==> config.mk <==
export PLATFORM = sky130hd
export DESIGN_NAME = axil_rd_arbiter
export DESIGN_NICKNAME = d
export VERILOG_FILES = /design/src/rtl/axil_pkg.sv /design/src/rtl/axil_rd_arbiter_rr_pick.sv /design/src/rtl/axil_rd_arbiter.sv
export SDC_FILE = /design/constraint.sdc
export NUM_CORES = 1
export LEC_CHECK = 0
export ABC_AREA = 1
export CORE_ASPECT_RATIO = 0.7
export CORE_MARGIN = 8
export CORE_UTILIZATION = 51
export DETAILED_ROUTE_END_ITERATION = 16
export PLACE_DENSITY = 0.85
export SETUP_SLACK_MARGIN = 0.2
export SLEW_MARGIN = 15
export SYNTH_ARGS = -nofsm -noshare
export SYNTH_HDL_FRONTEND = slang
export SYNTH_SLANG_ARGS = --single-unit
==> constraint.sdc <==
create_clock -name ACLK -period 17.5 [get_ports ACLK]
set_clock_uncertainty 0.05 [all_clocks]
set_input_delay 3.5 -clock ACLK [delete_from_list [all_inputs] [get_ports ACLK]]
set_output_delay 3.5 -clock ACLK [all_outputs]
set_load 0.01 [all_outputs]
==> src/rtl/axil_pkg.sv <==
// Shared AXI4-Lite encodings: response codes and the read-arbiter state set.
// Imported by the read arbiter and by other AXI-Lite blocks.
package axil_pkg;

  typedef enum logic [1:0] {
    OKAY   = 2'd0,
    EXOKAY = 2'd1,
    SLVERR = 2'd2,
    DECERR = 2'd3
  } axi_resp_e;

  typedef enum logic [1:0] {
    IDLE = 2'd0,
    ADDR = 2'd1,
    DATA = 2'd2,
    RESP = 2'd3
  } arb_state_e;

  function automatic logic resp_is_err(input logic [1:0] resp);
    return resp != OKAY;
  endfunction

endpackage

==> src/rtl/axil_rd_arbiter_rr_pick.sv <==
// Combinational round-robin picker: first asserted request at or after ptr,
// wrapping modulo N_REQ. Returns one-hot grant, its index and an any flag.
module rr_pick #(
  parameter int N_REQ = 2,
  parameter int IDX_W = $clog2(N_REQ)
) (
  input  logic [N_REQ-1:0] req,
  input  logic [IDX_W-1:0] ptr,
  output logic [N_REQ-1:0] gnt_onehot,
  output logic [IDX_W-1:0] gnt_idx,
  output logic             any
);

  logic [IDX_W-1:0] w_idx;

  always_comb begin
    gnt_onehot = '0;
    gnt_idx    = '0;
    any        = 1'b0;
    w_idx      = '0;
    for (int k = 0; k < N_REQ; k++) begin
      w_idx = IDX_W'((int'(ptr) + k) % N_REQ);
      if (!any && req[w_idx]) begin
        any               = 1'b1;
        gnt_onehot[w_idx] = 1'b1;
        gnt_idx           = w_idx;
      end
    end
  end

endmodule

==> src/rtl/axil_rd_arbiter.sv <==
// Round-robin arbiter sharing one AXI4-Lite read port (AR + R) between N_REQ
// requesters, one transaction in flight, with completion and error counters.
module axil_rd_arbiter
  import axil_pkg::*;
#(
  parameter int N_REQ  = 2,
  parameter int ADDR_W = 16,
  parameter int DATA_W = 32
) (
  input  logic                    ACLK,
  input  logic                    ARESET,
  input  logic [N_REQ-1:0]        req_valid,
  input  logic [N_REQ*ADDR_W-1:0] req_addr,
  output logic [N_REQ-1:0]        req_ready,
  output logic [N_REQ-1:0]        rsp_valid,
  input  logic [N_REQ-1:0]        rsp_ready,
  output logic [DATA_W-1:0]       rsp_data,
  output logic [1:0]              rsp_resp,
  output logic                    m_arvalid,
  input  logic                    m_arready,
  output logic [ADDR_W-1:0]       m_araddr,
  output logic [2:0]              m_arprot,
  input  logic                    m_rvalid,
  output logic                    m_rready,
  input  logic [DATA_W-1:0]       m_rdata,
  input  logic [1:0]              m_rresp,
  output logic                    busy,
  output logic [31:0]             txn_count,
  output logic [31:0]             err_count,
  output logic [1:0]              dbg_state
);

  localparam int IDX_W = $clog2(N_REQ);

  // Every channel completes on the rising edge where valid and ready are both
  // high; valid never waits for ready, and once raised it holds with stable
  // payload until that edge.

  arb_state_e        r_state;
  arb_state_e        w_next_state;
  logic [IDX_W-1:0]  r_rr_ptr;
  logic [IDX_W-1:0]  r_gnt;
  logic [IDX_W-1:0]  w_pick_idx;
  logic [N_REQ-1:0]  w_pick_onehot;
  logic              w_pick_any;
  logic [ADDR_W-1:0] w_sel_addr;
  logic              w_accept;
  logic              w_ar_hs;
  logic              w_r_hs;
  logic              w_rsp_hs;
  logic [ADDR_W-1:0] r_araddr;
  logic              r_arvalid;
  logic              r_rready;
  logic [N_REQ-1:0]  r_rsp_valid;
  logic [DATA_W-1:0] r_rsp_data;
  logic [1:0]        r_rsp_resp;
  logic [31:0]       r_txn_count;
  logic [31:0]       r_err_count;

  rr_pick #(
    .N_REQ (N_REQ),
    .IDX_W (IDX_W)
  ) u_pick (
    .req        (req_valid),
    .ptr        (r_rr_ptr),
    .gnt_onehot (w_pick_onehot),
    .gnt_idx    (w_pick_idx),
    .any        (w_pick_any)
  );

  always_comb begin
    w_sel_addr = '0;
    for (int i = 0; i < N_REQ; i++) begin
      if (w_pick_onehot[i]) w_sel_addr = req_addr[i*ADDR_W +: ADDR_W];
    end
  end

  // Grant is visible only in IDLE and never while reset is held.
  assign w_accept = (r_state == IDLE) && w_pick_any && !ARESET;
  assign w_ar_hs  = (r_state == ADDR) && r_arvalid && m_arready;
  assign w_r_hs   = (r_state == DATA) && r_rready && m_rvalid;
  assign w_rsp_hs = (r_state == RESP) && rsp_ready[r_gnt];

  always_ff @(posedge ACLK or posedge ARESET) begin
    if (ARESET) r_state <= IDLE;
    else        r_state <= w_next_state;
  end

  always_comb begin
    w_next_state = r_state;
    case (r_state)
      IDLE:    if (w_accept) w_next_state = ADDR;
      ADDR:    if (w_ar_hs)  w_next_state = DATA;
      DATA:    if (w_r_hs)   w_next_state = RESP;
      RESP:    if (w_rsp_hs) w_next_state = IDLE;
      default: w_next_state = IDLE;
    endcase
  end

  always_ff @(posedge ACLK or posedge ARESET) begin
    if (ARESET) begin
      r_rr_ptr    <= '0;
      r_gnt       <= '0;
      r_araddr    <= '0;
      r_arvalid   <= 1'b0;
      r_rready    <= 1'b0;
      r_rsp_valid <= '0;
      r_rsp_data  <= '0;
      r_rsp_resp  <= '0;
      r_txn_count <= '0;
      r_err_count <= '0;
    end else begin
      if (w_accept) begin
        r_gnt     <= w_pick_idx;
        r_araddr  <= w_sel_addr;
        r_arvalid <= 1'b1;
      end
      if (w_ar_hs) begin
        r_arvalid <= 1'b0;
        r_rready  <= 1'b1;
      end
      if (w_r_hs) begin
        r_rready    <= 1'b0;
        r_rsp_data  <= m_rdata;
        r_rsp_resp  <= m_rresp;
        r_rsp_valid <= N_REQ'(1) << r_gnt;
      end
      if (w_rsp_hs) begin
        r_rsp_valid <= '0;
        r_txn_count <= r_txn_count + 32'd1;
        if (resp_is_err(r_rsp_resp)) r_err_count <= r_err_count + 32'd1;
        // Served requester drops to lowest priority for the next pick.
        r_rr_ptr <= (r_gnt == IDX_W'(N_REQ - 1)) ? '0 : r_gnt + 1'b1;
      end
    end
  end

  assign req_ready = w_accept ? w_pick_onehot : '0;
  assign rsp_valid = r_rsp_valid;
  assign rsp_data  = r_rsp_data;
  assign rsp_resp  = r_rsp_resp;
  assign m_arvalid = r_arvalid;
  assign m_araddr  = r_araddr;
  assign m_arprot  = 3'b000;
  assign m_rready  = r_rready;
  assign busy      = (r_state != IDLE);
  assign txn_count = r_txn_count;
  assign err_count = r_err_count;
  assign dbg_state = r_state;

endmodule

==> impl_metrics.toml <==
[floorplan]
initial_core_util_pct = 51.46
die_w_um = 148.9
chipHeight_um = 109.0
ioPinCount = 200
design.core.area_sq_mm = 0.01225
num_rows = 34
die_area_sq_mm = 0.01623

[global_routing]
antenna_found_initial = 2
grt_max_degree = 68
gr-total-overflow = 0
met3_usage_pct = 10.16
grtUsageMet2_pct = 37.64
grt_pass1_vias = 5978
grt_pass1_wl_um = 29920
use_met1_pct = 27.71
grt_use_total_pct = 23.33
grt_busiest_layer = "met2"

[final_layout]
n_fill_cell = 923
multi_input_area_sq_mm = 0.002805
fin_cells = 1198
syn2layout_area_growth_pct = 43.34
seq_area_sq_mm = 0.003053
drive_above_1_share_pct = 7.053
final_nets = 1103
finish.utilization_pct = 73.76

[setup_path]
crit_slowest_cell = "nand3_1"
cp.required_ns = 13.95
crit_buf_inv = 5
worst_setup_path_end_kind = "output port"
crit_chain = "clkdlybuf4s50_1 -> inv_4 -> nand3_1 -> inv_1 -> nand2_1 -> clkinv_1 -> clkdlybuf4s50_1"
worst_path_largest_cell_delay_ns = 0.69
path_common_cell = "clkdlybuf4s50_1"
path_class = "in -> out"
arrival_ns = 6.47
cp-start-kind = "primary input"
cp_max_fo = 57
cp_top_family = "buffers and inverters"

[sta]
final-setup-viol-count = 0
hold_viol = 0
finalSetupTns_ns = 0
worstMarginPinSlew_ns = 0.8290
fmax_mhz = 99.82
min_period_over_period_pct = 57.24
min_period_ns = 10.02
rsz0062_at_grt = "false"
maxSlewHeadroom_pct = 44.73
final_max_slew_viol_count = 0

[clock_tree]
tritoncts = "yes"
clkTransAtPathRegs_ns = 0.05
h-tree-depth = 4
clock_sinks = 122
post_cts_buffers = 0
clock_path_buffers = 2
clock_latency_ns = 0.41
cts_resized = 0
root_buffer = "clkbuf_16"
cts_buffers = 17
cts_hold_buf = 0

[logic_synthesis]
synth_cells = 819
synth.avg_cell_area_sq_um = 7.698
ys_seq_area_share_pct = 48.42
synth_edf_count = 0
synth_warnings = 0
synthFlopType = "dfrtp_1"
yosys-top-cells-area = "dfrtp_1 48%, nand2_1 20%, inv_1 5.3%"
synth_area_sq_mm = 0.006305
yosysTopAreaCellShare_pct = 48.42
ys_ff_latch = 122
async_reset_ff_share_pct = 100.0
synth_largest_area_cell = "dfrtp_1"
synth.distinct_cells = 34

[outcome]
status = "complete, no violations"

[pwr]
total_power_mw = 0.6806
p_per_area_mw_per_mm2 = 75.31
vdd_drop_max_mv = 0.07395
leakage_nw = 4.349

[drt]
wl_um = 18750
firstDrtPassIters = 5
routed-via-count = 6006
drt_drc_violations_left = 0
via_per_inst = 5.013
ant_nets = 0
drt_iter0_markers = 421
wire_per_inst_um = 15.65

[flow_run]
drv_cap = 0

[min_path]
hp-class = "reg -> reg"

[placement]
dp_hpwl_um = 13700
place_congestion = 0.9015
placed_cells = 1165
io_buffers = 196
## report_power, final
part           internal [mW]  total, mW  switching [mW]
Combinational         0.0146     0.0234         0.00879
Sequential             0.282      0.282               0
Clock                  0.246      0.375           0.129
Total                  0.543      0.681           0.138
## layer usage
metal / wire (um) / vias to the layer above
li1: - / 2947
met1: 7533 / 2783
met2: 8696 / 253
met3: 2236 / 21
met4: 272 / 2
met5: 13 / -
## registers in the layout, summed over array words and instances (netlist names)
signal     count
err_count     32
rsp_data      32
txn_count     32
m_araddr      16
dbg_state      2
rsp_resp       2
rsp_valid      2
m_arvalid      1
m_rready       1
r_gnt          1
r_rr_ptr       1
## cell families after synthesis
logic type      after synthesis  share of synthesized area (%)
compound gates               25                          2.163
xor+xnor                     27                          3.751
fa+ha+maj                     7                          1.389
buf+inv                     112                          7.243
flops                       122                          48.42
other cells                   1                        0.05948
simple gates                525                          36.97
## cell usage after synthesis (6+ instances only)
cell	number
dfrtp_1	122
ha_1	7
inv_1	89
nand2_1	332
nand2_2	9
nand3_1	48
nand3b_1	7
nand4_1	29
nor2_1	71
nor2_2	8
nor2_4	6
o21ai_0	13
xnor2_1	9
xor2_1	18
## stage by stage
step	setup slack, ns	area, sq um	hold slack, ns
3_3_place_gp	7.489	8406	0.4045
3_5_place_dp	7.393	8406	0.4118
2_1_floorplan	7.093	6312	0.4253
6_report	7.482	9037	0.4230
5_1_grt	7.145	9037	0.4518
4_1_cts	7.390	9035	0.4217
## cell type report
| class | instances | share of cell area [%] |
|---|---|---|
| inverter | 96 | 4.070 |
| sequential | 122 | 33.78 |
| clock inverter | 11 | 1.869 |
| tap | 162 | 2.243 |
| antenna | 1 | 0.02769 |
| timing repair buffer | 198 | 21.87 |
| multi-input combinational | 587 | 31.04 |
| clock buffer | 21 | 5.095 |
## worst min-delay path, delay by kind of cell (launching register included)
kind / cells / cell delay (ns)
flops: 1 / 0.34
simple gates: 2 / 0.10
## layout by cell type, fill, tap and decap left out, types with 9 or more instances in the layout
cell	Yosys	layout
o21ai_0	13	13
clkdlybuf4s50_1	0	196
nand2_1	332	332
xor2_1	18	18
nand3_1	48	48
nor2_1	71	70
inv_1	89	88
nor2_2	8	9
xnor2_1	9	9
dfrtp_1	122	122
clkbuf_16	0	17
nand4_1	29	29
nand2_2	9	9
## path summary, 6_finish.rpt
path | slack (ns) | from | cells past startpoint | end
max | 7.48 | ARESET | 7 | req_ready[1]
min | 0.42 | rsp_data[30] | 2 | rsp_data[30]
max reg2reg | 15.03 | dbg_state[0] | 8 | m_araddr[7]
min reg2reg | 0.42 | rsp_data[30] | 2 | rsp_data[30]
max in group asynchronous | 12.59 | ARESET | 3 | m_araddr[0]
min in group asynchronous | 3.51 | ARESET | 2 | txn_count[18]
(Power assumes the default switching activity.)
==> edit (config.mk and constraints unchanged) <==
The parameter `DATA_W` goes from 32 to 40.
--- a/src/rtl/axil_rd_arbiter.sv
+++ b/src/rtl/axil_rd_arbiter.sv
@@ -6,5 +6,5 @@
   parameter int N_REQ  = 2,
   parameter int ADDR_W = 16,
-  parameter int DATA_W = 32
+  parameter int DATA_W = 40
 ) (
   input  logic                    ACLK,
Ports: changed (resized m_rdata and rsp_data); port bits go from 200 to 216. The function was not compared with the original's and may differ.
==> edit against the original RTL <==
- combinational power grew 9.8%
- total power shrank 0.98%
- cell area grew 3.0%
- setup slack gained 0.042 ns
- synthesized cell count grew 1.6%
- routed wire length grew 1.5%
- largest cell class unchanged
- via count grew 1.2%
- non-clock buffer count grew 15
- sequential cell count grew 8
- synthesized area grew 2.7%
==> edit: results (changes against the original RTL) <==
** GRT
- The number of global-route vias before repair is 5981 (+0.050%).
- The met1 layer usage reported by global route came to 28.3% (+0.64 points).
- Overall Global Routing Usage :: 23.3% (-0.038 points)
- Pin count of the biggest net entering global routing :: 80 (+18%)
- First-pass GRT wire length :: 30300 µm (+1.2%)
- Met2 track demand over resource in global routing :: 37.3% (-0.37 points)
- Number of antenna violations at the first check in global routing :: 0 (-2)

** Final layout
- Count of sequential standard cells :: 130 (+6.6%)
- The count of inserted antenna diode cells came to 0 (-1).
- Number of flip-flops under the largest register name :: 40
- The register share of the cell area was 34.9% (+1.2 points).
- The multi-input gate share of total cell area came to 30.3% (-0.71 points).
- Final-layout clock-cell area share :: 6.19% (-0.77 points)
- Post-route cell area :: 9310 µm² (+3.0%)
- The non-clock buffer contribution to total cell area is 22.9% (+1.0 points).
- Fillers :: 915 (-0.87%)
- Number of multi-input logic gates :: 601 (+2.4%)
- Ratio of cells with drive above 1 in the final layout :: 6.41% (-0.64 points)
- # nets final :: 1138 (+3.2%)
- The number of clock-tree buffers in the layout is 18 (-14%).
- Count of inverters not on the clock network in the layout :: 86 (-10%)
- Non-clock buffer instance count of the final layout :: 213 (+7.6%)

** Routing
- The initial DRC count came to 382 (-9.3%).
- Met2 wire length :: 8880 µm (+2.1%)
- DRT met1 WL :: 7840 µm (+4.0%)
- Total wirelength of the detailed-routed design :: 19000 µm (+1.5%)
- Met3 layer wire length in the routed design :: 2000 µm (-10%)
- Detailed-route vias per instance :: 4.97 (-0.90%)
- Top layer used by detailed routing :: met4

** Logic synthesis
- The synthesized area per cell came to 7.78 µm² (+1.1%).
- Synth top area cells :: sky130_fd_sc_hd__dfrtp_1, sky130_fd_sc_hd__nand2_1, sky130_fd_sc_hd__inv_1
- The commonest cells after synthesis are sky130_fd_sc_hd__nand2_1, sky130_fd_sc_hd__dfrtp_1, sky130_fd_sc_hd__inv_1.
- Number of synthesis warnings :: 0 (unchanged)

** Clock network
- The depth of the CTS H-tree came to 4 (unchanged).
- The maximum count of clock buffers along a single path was 2 (unchanged).

** Min path
- The worst hold path begins at rsp_data[32].
- Endpoint of the worst hold path :: rsp_data[32]

** Placement
- GPL Wtd Cong :: 0.910 (+0.99%)
- Instance area at placement :: 8730 µm² (+3.9%)
- Count of port buffers added during placement :: 212 (+8.2%)
- Estimated wirelength of the detail-placed design :: 14300 µm (+4.2%)
- Placed cells :: 1192 (+2.3%)

** Worst setup path
- The reg-to-reg setup timing slack was 14.77 ns (-0.26 ns).
- The largest fanout of any net on the critical path came to 53 (-7.0%).
- Worst Setup SP :: ARESET
- Worst r2r dst :: rsp_valid[0]
- The delay of the slowest cell on the worst path is 0.71 ns (+0.02 ns).
- Worst path slowest cell :: sky130_fd_sc_hd__nand3_1
- The arrival time reported for the critical path endpoint is 6.43 ns (-0.04 ns).

** Timing
- Post-route setup slack :: 7.52 ns (+0.0424 ns)
- Hold Slack :: 0.421 ns (-0.00190 ns)

** Pwr
- The static power due to leakage is 4.49 nW (+3.3%).
- The maximum resistive drop on vdd came to 81.1 µV (+9.7%).

** Status
- The run finished with clean final reports.
edit: power breakdown:
part | total, mW | switching (mW) | internal, mW
Clock | 0.348 | 0.135 | 0.212
Combinational | 0.0257 | 0.00959 | 0.0161
Sequential | 0.301 | 0 | 0.301
edit: worst register-to-register path, delay by kind of cell, from the launching register on:
family	cells	cell delay (ns)
DFF	1	0.42
buffers and inverters	3	0.76
AOI/OAI and AO/OA	1	0.33
adders and majority gates	1	0.20
and+or+nand+nor	3	0.90
edit: cells by family (layout without fill, tap and decap cells):
kind of cell | count (synthesis) | in the layout | synth area share (%)
other cells | 1 | 3 | 0.0579
simple gates | 541 | 541 | 36.4
xor+xnor | 27 | 27 | 3.65
flops | 130 | 130 | 50.3
compound gates | 23 | 23 | 1.95
buf+inv | 103 | 330 | 6.32
fa+ha+maj | 7 | 7 | 1.35
